<file path="config.mk">
export PLATFORM = sky130hd
export DESIGN_NAME = ysyx_22050612_ifetch
export DESIGN_NICKNAME = d
export VERILOG_FILES = /design/src/rtl/ysyx_22050612_ifetch_pkg.sv /design/src/rtl/ysyx_22050612_ifetch_ifq.sv /design/src/rtl/ysyx_22050612_ifetch.sv
export SDC_FILE = /design/constraint.sdc
export NUM_CORES = 1
export LEC_CHECK = 0
export ABC_AREA = 1
export BUFFER_PORTS_ARGS = -buffer_cell sky130_fd_sc_hd__buf_2
export CAP_MARGIN = 20
export CORE_AREA = 2 2 200 202
export CTS_BUF_LIST = sky130_fd_sc_hd__clkbuf_4
export DETAILED_ROUTE_END_ITERATION = 12
export DIE_AREA = 0 0 202 204
export MAX_ROUTING_LAYER = met4
export PLACE_DENSITY = 0.75
export SLEW_MARGIN = 20
export SYNTH_ARGS = -nofsm -noshare
export SYNTH_HDL_FRONTEND = slang
export SYNTH_SLANG_ARGS = --single-unit
</file>
<file path="constraint.sdc">
create_clock -name clk -period 17.17 [get_ports clk]
set_input_delay 3.434 -clock clk [delete_from_list [all_inputs] [get_ports clk]]
set_output_delay 3.434 -clock clk [all_outputs]
set_load 0.02 [all_outputs]
</file>
<file path="src/rtl/ysyx_22050612_ifetch_pkg.sv">
// Shared fetch-stage definitions: datapath widths, fetch FSM encoding, queue entry layout.
package ysyx_22050612_ifetch_pkg;
    localparam int XLEN  = 64;
    localparam int ILEN  = 32;
    localparam logic [ILEN-1:0] NOP = 32'h0000_0013;
    localparam int ENT_W = XLEN + ILEN + 1;

    typedef enum logic [2:0] {
        S_IDLE = 3'd0,
        S_REQ  = 3'd1,
        S_WAIT = 3'd2,
        S_DROP = 3'd3,
        S_HALT = 3'd4
    } fetch_state_e;

    typedef struct packed {
        logic [XLEN-1:0] pc;
        logic [ILEN-1:0] inst;
        logic            fault;
    } fetch_entry_t;

    function automatic logic pc_misaligned(input logic [1:0] lsb);
        return lsb != 2'b00;
    endfunction
endpackage

</file>
<file path="src/rtl/ysyx_22050612_ifetch_ifq.sv">
// DEPTH-entry synchronous instruction queue; flush dominates push and pop.
module ysyx_22050612_ifq
    import ysyx_22050612_ifetch_pkg::*;
#(
    parameter int DEPTH = 4,
    localparam int AW   = $clog2(DEPTH)
) (
    input  logic         clk,
    input  logic         rst,
    input  logic         i_flush,
    input  logic         i_push,
    input  fetch_entry_t i_push_data,
    input  logic         i_pop,
    output fetch_entry_t o_head,
    output logic         o_full,
    output logic         o_empty,
    output logic [AW:0]  o_count
);
    fetch_entry_t  r_mem [DEPTH];
    logic [AW-1:0] r_wp;
    logic [AW-1:0] r_rp;
    logic [AW:0]   r_cnt;
    logic          w_do_push;
    logic          w_do_pop;

    assign o_full    = (r_cnt == (AW+1)'(DEPTH));
    assign o_empty   = (r_cnt == '0);
    assign o_count   = r_cnt;
    assign o_head    = r_mem[r_rp];
    assign w_do_push = i_push && !o_full;
    assign w_do_pop  = i_pop && !o_empty;

    always_ff @(posedge clk) begin
        if (!rst || i_flush) begin
            r_wp  <= '0;
            r_rp  <= '0;
            r_cnt <= '0;
        end else begin
            if (w_do_push) r_wp <= r_wp + 1'b1;
            if (w_do_pop)  r_rp <= r_rp + 1'b1;
            r_cnt <= r_cnt + {{AW{1'b0}}, w_do_push} - {{AW{1'b0}}, w_do_pop};
        end
    end

    always_ff @(posedge clk) begin
        if (rst && !i_flush && w_do_push) r_mem[r_wp] <= i_push_data;
    end
endmodule

</file>
<file path="src/rtl/ysyx_22050612_ifetch.sv">
// Fetch stage: PC, single-outstanding imem request FSM, instruction queue to decode.
// Optional YSYX_22050612_IFETCH_PERF_EN adds fetch/flush/stall performance counters.
module ysyx_22050612_ifetch
    import ysyx_22050612_ifetch_pkg::*;
#(
    parameter logic [63:0] RESET_PC = 64'h8000_0000,
    parameter int          DEPTH    = 4
) (
    input  logic            clk,
    input  logic            rst,
    input  logic            redirect_valid,
    input  logic [XLEN-1:0] redirect_pc,
    output logic            imem_req_valid,
    input  logic            imem_req_ready,
    output logic [XLEN-1:0] imem_req_addr,
    input  logic            imem_rsp_valid,
    input  logic [ILEN-1:0] imem_rsp_data,
    input  logic            imem_rsp_err,
    output logic            out_valid,
    input  logic            out_ready,
    output logic [XLEN-1:0] out_pc,
    output logic [ILEN-1:0] out_inst,
    output logic            out_fault
`ifdef YSYX_22050612_IFETCH_PERF_EN
    ,
    output logic [63:0]     perf_fetch_cnt,
    output logic [63:0]     perf_flush_cnt,
    output logic [63:0]     perf_stall_cnt
`endif
);
    localparam int AW = $clog2(DEPTH);

    fetch_state_e    r_state;
    logic [XLEN-1:0] r_pc;
    logic            r_flt_pend;
    logic            r_stale;

    logic            w_hs;
    logic            w_misal;
    logic            w_outst;
    logic            w_push_rsp;
    logic            w_push_flt;
    logic            w_pop;
    fetch_entry_t    w_entry;
    fetch_entry_t    w_head;
    logic            w_full;
    logic            w_empty;
    logic [AW:0]     w_cnt;

    assign imem_req_valid = (r_state == S_REQ) && !w_full;
    assign imem_req_addr  = r_pc;
    assign w_hs           = imem_req_valid && imem_req_ready;
    assign w_misal        = pc_misaligned(redirect_pc[1:0]);

    // A request is still in flight after this edge unless its response lands now.
    assign w_outst = ((r_state == S_REQ) && w_hs) ||
                     (((r_state == S_WAIT) || (r_state == S_DROP) ||
                       ((r_state == S_HALT) && r_stale)) && !imem_rsp_valid);

    assign w_push_rsp = !redirect_valid && (r_state == S_WAIT) && imem_rsp_valid;
    assign w_push_flt = !redirect_valid && (r_state == S_HALT) && r_flt_pend;
    assign w_pop      = out_valid && out_ready;

    always_comb begin
        w_entry.pc    = r_pc;
        w_entry.inst  = imem_rsp_err ? '0 : imem_rsp_data;
        w_entry.fault = imem_rsp_err;
        if (w_push_flt) begin
            w_entry.inst  = '0;
            w_entry.fault = 1'b1;
        end
    end

    ysyx_22050612_ifq #(.DEPTH(DEPTH)) u_ifq (
        .clk         (clk),
        .rst         (rst),
        .i_flush     (redirect_valid),
        .i_push      (w_push_rsp || w_push_flt),
        .i_push_data (w_entry),
        .i_pop       (w_pop),
        .o_head      (w_head),
        .o_full      (w_full),
        .o_empty     (w_empty),
        .o_count     (w_cnt)
    );

    assign out_valid = (w_cnt != '0);
    assign out_pc    = w_empty ? '0 : w_head.pc;
    assign out_inst  = w_empty ? '0 : w_head.inst;
    assign out_fault = !w_empty && w_head.fault;

    always_ff @(posedge clk) begin
        if (!rst) begin
            r_state    <= S_IDLE;
            r_pc       <= RESET_PC;
            r_flt_pend <= 1'b0;
            r_stale    <= 1'b0;
        end else if (redirect_valid) begin
            r_pc <= redirect_pc;
            if (w_misal) begin
                // Fault entry is pushed from HALT; any in-flight response is swallowed there.
                r_state    <= S_HALT;
                r_flt_pend <= 1'b1;
                r_stale    <= w_outst;
            end else begin
                r_state    <= w_outst ? S_DROP : S_REQ;
                r_flt_pend <= 1'b0;
                r_stale    <= 1'b0;
            end
        end else begin
            case (r_state)
                S_IDLE: r_state <= S_REQ;
                S_REQ:  if (w_hs) r_state <= S_WAIT;
                S_WAIT: if (imem_rsp_valid) begin
                    r_pc    <= r_pc + 64'd4;
                    r_state <= imem_rsp_err ? S_HALT : S_REQ;
                end
                S_DROP: if (imem_rsp_valid) r_state <= S_REQ;
                S_HALT: begin
                    r_flt_pend <= 1'b0;
                    if (imem_rsp_valid) r_stale <= 1'b0;
                end
                default: r_state <= S_IDLE;
            endcase
        end
    end

`ifdef YSYX_22050612_IFETCH_PERF_EN
    logic [63:0] r_perf_fetch;
    logic [63:0] r_perf_flush;
    logic [63:0] r_perf_stall;

    always_ff @(posedge clk) begin
        if (!rst) begin
            r_perf_fetch <= '0;
            r_perf_flush <= '0;
            r_perf_stall <= '0;
        end else begin
            if (w_push_rsp)                     r_perf_fetch <= r_perf_fetch + 64'd1;
            if (redirect_valid)                 r_perf_flush <= r_perf_flush + 64'd1;
            if ((r_state == S_REQ) && w_full)   r_perf_stall <= r_perf_stall + 64'd1;
        end
    end

    assign perf_fetch_cnt = r_perf_fetch;
    assign perf_flush_cnt = r_perf_flush;
    assign perf_stall_cnt = r_perf_stall;
`endif
endmodule
</file>
## After elaboration in Yosys (flattened, before gate mapping)

Memories as Yosys holds them, arrays and structs flattened. A register that Yosys moved wholly into a read port is not among the register bits.
Index checks and enable logic that the tools add are counted.

| word-level totals | value |
|---|---|
| flip-flop bits (word level) | 76 |
| bits in writable memories | 388 |
| input bits | 103 |
| output and inout port bits | 163 |
| logic and storage cells | 83 |
| memories kept | 1 |

| operators by class | value |
|---|---|
| add/subtract/negate cells | 5 |
| eq/ne operators | 9 |
| mux-type cells | 26 |
| reduce and logical (&&, ||, !) cells | 35 |

Memory list:

| memory | words | width | read ports | clocked after Yosys merged registers in | write ports | RTL line | source |
|---|---|---|---|---|---|---|---|
| u_ifq.r_mem | 4 | 97 | 1 | 1 | 1 | ysyx_22050612_ifetch_ifq.sv:19 | `fetch_entry_t r_mem [DEPTH];` |

Operator list:

| cell | count |
|---|---|
| two-way mux 64 bit | 4 |
| adder 64 x 3 -> 64 bit, second input constant | 1 |
| two-way mux 32 bit | 2 |
| two-way mux 33 bit | 1 |
| two-way mux 3 bit | 6 |
| logical AND 1 bit | 15 |
| case mux 3 bit (5 select lines) | 1 |
| two-way mux 1 bit | 9 |
| != test 3 bit, second input constant | 3 |
| nonzero test 2 bit | 4 |
| == test 3 x 2 -> 1 bit, second input constant | 2 |
| == test 3 bit, second input constant | 2 |
| logical NOT 3 bit | 2 |
| two-way mux 2 bit | 3 |
| logical NOT 1 bit | 5 |
| logical OR 1 bit | 5 |
| adder 2 x 1 -> 2 bit, second input constant | 2 |
| AND reduction 2 bit | 2 |
| AND reduction 4 bit | 1 |
| adder 3 x 1 -> 3 bit | 1 |
| == test 3 x 1 -> 1 bit, second input constant | 1 |
| nonzero test 3 bit | 1 |
| subtractor 3 x 1 -> 3 bit | 1 |
| != test 2 bit, second input constant | 1 |

## Logic depth before layout (Yosys ltp)

| depth | value |
|---|---|
| depth in word-level cells | 9 |
| depth in mapped cells | 11 |
| mapped depth without buffers | 11 |

## By module

Synthesis repeated with hierarchy kept, for this count alone.

| second synthesis, totals | value |
|---|---|
| cell total of the unflattened synthesis | 2205 |
| area, all modules | 21262.9 um2 |

By module, submodules not included:

| module | times used | cells each | area each (um2) | seq. area each (um2) |
|---|---|---|---|---|
| ysyx_22050612_ifq | 1 | 1008 | 14836.7 | 11831.3 |
| ysyx_22050612_ifetch | 1 | 1197 | 6426.2 | 1381.3 |

## Worst setup path after synthesis

No wires, ideal clock.

| path | value |
|---|---|
| path type | input port to flip-flop |
| start point | input port redirect_valid |
| end point | memory u_ifq.r_mem[0][0] (netlist name), enable pin |
| setup time | 0.554 ns |
| data arrival time | 8.279 ns |
| data required time | 16.616 ns |
| setup slack | 8.338 ns |
| stages | 7 |
| buffers on the path | 0 |
| cell sequence | nor2_1 -> nand2_1 -> nor2_4 -> inv_2 -> a21oi_4 -> nand2_1 -> nor2_1 |

| on the way | value |
|---|---|
| word-level cells in the longest chain between the ends | 8 |
| elaborated cells between the ends (all ways) | 11 |
| classes of those cells | 2 x mux; 9 x reduce/logical |

RTL lines:

| element | RTL line | source |
|---|---|---|
| start: declaration | ysyx_22050612_ifetch.sv:11 | `input logic redirect_valid,` |
| logical NOT 1 bit (*) | ysyx_22050612_ifetch.sv:60, ysyx_22050612_ifetch.sv:61 |  |
| logical AND 1 bit, on equally long branches (2 in series) | ysyx_22050612_ifetch.sv:60, ysyx_22050612_ifetch.sv:61 |  |
| logical OR 1 bit (*) | ysyx_22050612_ifetch.sv:78 | `.i_push (w_push_rsp \|\| w_push_flt),` |
| logical AND 1 bit (*) | ysyx_22050612_ifetch_ifq.sv:30 | `assign w_do_push = i_push && !o_full;` |
| net u_ifq.w_do_push | ysyx_22050612_ifetch_ifq.sv:23 | `logic w_do_push;` |
| logical AND 1 bit (*) | ysyx_22050612_ifetch_ifq.sv:46 | `if (rst && !i_flush && w_do_push) r_mem[r_wp] <= i_push_data;` |
| two-way mux 1 bit (*) | ysyx_22050612_ifetch_ifq.sv:46 |  |
| two-way mux 1 bit (implied by the code) (*) | ysyx_22050612_ifetch_ifq.sv:46 |  |
| end: declaration | ysyx_22050612_ifetch_ifq.sv:19 |  |

Mark *: on every way through the listed nets, which the timed path passes. The rest lies on a longest branch.

==> metrics <==
Residual DRC=0; Initial Utilization=54.1%; Total Neg Setup Slack=0 ps; Worst Max-Slew Pin Slew=1080 ps; DRC marker count from the first detailed-route iteration=1,768; first-pass GRT wire length=88,900 um; Max Root-Sink Buffers=3; Final Hold Vio Count=0; part of the total power dissipated in sequential elements=54.6%; Max Cap Viol=0; startpoint of the most critical hold path=u_ifq.r_rp[0]$_SDFFE_PP0P_; worst reg2reg startpoint=r_state[2]$_SDFFE_PN0P_; share of cells above drive strength 1=between 20% and 30%; reg2reg path depth=8; worst-case headroom to the max-slew limit=between 20 and 30%; number of global-route vias before repair=approximately 16,000; Mapped Cells=2,215; switch share=24.6%; Synth Area in Simple Gates=19.3%; post-synthesis instance area=21,200 um^2; number of hold-repair buffers added at the cts stage=0; overflow left after global routing=0; count of flip-flops with a built-in enable after synthesis=388; final setup slack of the worst path=9940 ps; highest ir drop seen on vdd=0.0459 mV; combinational family with the most area after synthesis=simple AND/OR/NAND/NOR gates; width of the die=202 um; Setup WS pre-CTS=a little over 9000 ps; quantity of gates resized following cts=0; upper clock frequency limit=0.138 GHz; clock tree from TritonCTS=yes; Internal Pwr Total=around 1.8 mW; vias per std cell=approximately 5.5; H-tree depth=3; router iterations before antenna repair=5; fraction of registers with async set or reset after synthesis=0%; Buffers on Ports=265; net count after synthesis=approximately 2,300; multiplexer area fraction after synthesis=0%; Die ar.=41,200 um^2; clock sinks=466; Final Critical Period=7230 ps; setup bufs post-CTS=0; pins over their slew limit=0; data arrival time of the critical path=around 3800 ps; Worst R2R End=u_ifq.r_mem[1][69]$_DFFE_PP_; clock transition at the registers of the reported paths=about 70 ps; r2r setup slk=12,960 ps; most frequent cells in the layout=553 x sky130_fd_sc_hd__nor2_1, 388 x sky130_fd_sc_hd__edfxtp_1, 309 x sky130_fd_sc_hd__nand2_1; power share of the clock group=39.0%; unrepaired setup endpoints after global routing=no; ys flop type=sky130_fd_sc_hd__edfxtp_1; number of placed I/O pins=266; number of routed nets with antenna violations=0; layout net count=about 2,600; fraction of synthesized cell area in xor and xnor cells=0.661%; register bit total from synthesis=~470; required arrival time at the worst endpoint=roughly 14,000 ps; category of the most critical setup path=reg -> out; status=finished clean; signed area change from the synthesized netlist to the final layout=13.0%; Leakage=9.37 nW; maximum number of pins on one net before global-route repair=124; vias post-DR=16,800; number of library cell types mapped by synthesis=43; initial antenna violation count=2; Global Route Usage Sum=28.9%; proportion of synthesized chip area in sequential cells=62.3%; synthesized-area fraction occupied by ao, oa, aoi and oai cells=between 10% and 20%; count of yosys warnings during synthesis=0; final wirelength=58,600 um; worst-skew pair later-pin latency=roughly 830 ps; clk_skew=61.1 ps; path class of the lowest-slack min-delay path=reg -> reg; buffer cell driving the clock tree root=sky130_fd_sc_hd__clkbuf_4; routability-driven placement congestion ratio=~1; endpoint of the worst hold path=u_ifq.r_rp[0]$_SDFFE_PP0P_; Avg WL per Cell=19.1 um; total power=2.33 mW; worst hold stages=1; fraction of the cycle the final worst path needs=a little over two fifths; standard-cell rows=73; post-synthesis adder-cell area fraction=0.508%; ratio of total power to cell area=between 90 and 100 nW/um^2; total CTS buffers=113; placeable core area=39,200 um^2; HPWL reported at the end of detailed placement=37,400 um; Net Sw Power=0.572 mW; CP max FO=123; CP Launch Type=flop; logic gate share of total power=6.4%; kind of end point of the critical path=primary output; final setup violating endpoints=0; worst hold slack across all endpoints=482 ps; most common library cell in the layout ignoring fill and taps=sky130_fd_sc_hd__nor2_1; Chip Height=204 um; average footprint of a synthesized cell=9.57 um^2
==> logic make-up (layout without fill, tap and decap cells) <==
kind of cell	count (synthesis)	count (layout)
xor gates and xnor gates	16	16
other	0	5
buffers and inverters	309	634
AOI/OAI and AO/OA	420	420
adders and majority gates	8	8
and+or+nand+nor	996	996
DFF	466	466
==> area by class of cell <==
| class | count | area [um^2] |
|---|---|---|
| timing repair buffer | 282 | 1480 |
| inverter | 138 | 526 |
| tap | 525 | 657 |
| clock buffer | 171 | 1280 |
| sequential | 466 | 13200 |
| multi-input combinational | 1440 | 6580 |
| clock inverter | 43 | 201 |
| antenna | 5 | 12.5 |
| fill | 3264 | 15200 |
==> registers in the layout (all words and copies together) (netlist names), named ones only <==
signal / flops
u_ifq.r_wp: 2
r_flt_pend: 1
r_stale: 1
u_ifq.r_rp: 2
imem_req_addr: 64
u_ifq.o_count: 3
u_ifq.r_mem: 388
r_state: 3
==> routing by layer <==
metal	up-vias	share of wire (%)	track usage (%)
met5	-	0	-
met4	0	3.6	12.1
met3	116	7.8	4.62
met2	775	46	44.7
met1	7930	42	38.4
li1	7950	-	-
==> critical path: stages (launching register included) <==
cell and delay (ps):
sky130_fd_sc_hd__dfxtp_4 340, sky130_fd_sc_hd__buf_6 280, sky130_fd_sc_hd__inv_6 710, sky130_fd_sc_hd__buf_4 660
sky130_fd_sc_hd__o21ai_0 190, sky130_fd_sc_hd__a21oi_1 360, sky130_fd_sc_hd__buf_2 250
==> synthesized netlist by cell type (7+ instances only) <==
cell / count / area, um^2
sky130_fd_sc_hd__ha_1: 7 / 87.6
sky130_fd_sc_hd__nand2_2: 11 / 68.8
sky130_fd_sc_hd__a31oi_1: 21 / 131
sky130_fd_sc_hd__nand3_1: 59 / 295
sky130_fd_sc_hd__a21oi_1: 143 / 716
sky130_fd_sc_hd__nand2_1: 309 / 1160
sky130_fd_sc_hd__inv_1: 129 / 484
sky130_fd_sc_hd__clkbuf_1: 56 / 210
sky130_fd_sc_hd__nand4_1: 15 / 93.8
sky130_fd_sc_hd__edfxtp_1: 388 / 11700
sky130_fd_sc_hd__nor2_2: 17 / 106
sky130_fd_sc_hd__buf_4: 64 / 480
sky130_fd_sc_hd__xnor2_1: 13 / 114
sky130_fd_sc_hd__nor2_1: 557 / 2090
sky130_fd_sc_hd__buf_1: 14 / 52.6
sky130_fd_sc_hd__buf_2: 37 / 185
sky130_fd_sc_hd__dfxtp_1: 78 / 1560
sky130_fd_sc_hd__nor2_4: 8 / 90.1
sky130_fd_sc_hd__o21ai_0: 228 / 1140
==> power groups by stage <==
stage / clock (mW) / combinational [mW] / sequential (mW)
after detailed placement: 0 / 0.147 / 1.29
after CTS: 0.926 / 0.148 / 1.27
after floorplan: 0 / 0.103 / 1.28
final: 0.908 / 0.148 / 1.27
after global routing: 0.985 / 0.161 / 1.27
after global placement: 0 / 0.144 / 1.29
==> how the worst max path moves through the flow <==
stage	start	end	slack [ps]	cells past startpoint
floorplan	redirect_valid	u_ifq.r_mem[0][0]$_DFFE_PP_	8340	7
global placement	redirect_valid	u_ifq.r_mem[3][85]$_DFFE_PP_	9450	10
detailed placement	redirect_valid	u_ifq.r_mem[3][84]$_DFFE_PP_	9330	10
CTS	flop	out_pc[26]	9730	6
global route	flop	out_pc[24]	9760	6
finish	flop	out_pc[26]	9940	6
==> per-stage QoR <==
stage          cell area [um^2]  utilization (%)  std cells
6_report                  24000             61.1       3070
5_1_grt                   23900             61.1       3067
4_1_cts                   23900             61.0       3064
3_5_place_dp              22400             57.3       2850
3_3_place_gp              22400             57.2       2849
2_1_floorplan             21200                -       2215
No activity file was read; power rests on OpenSTA's default activity.
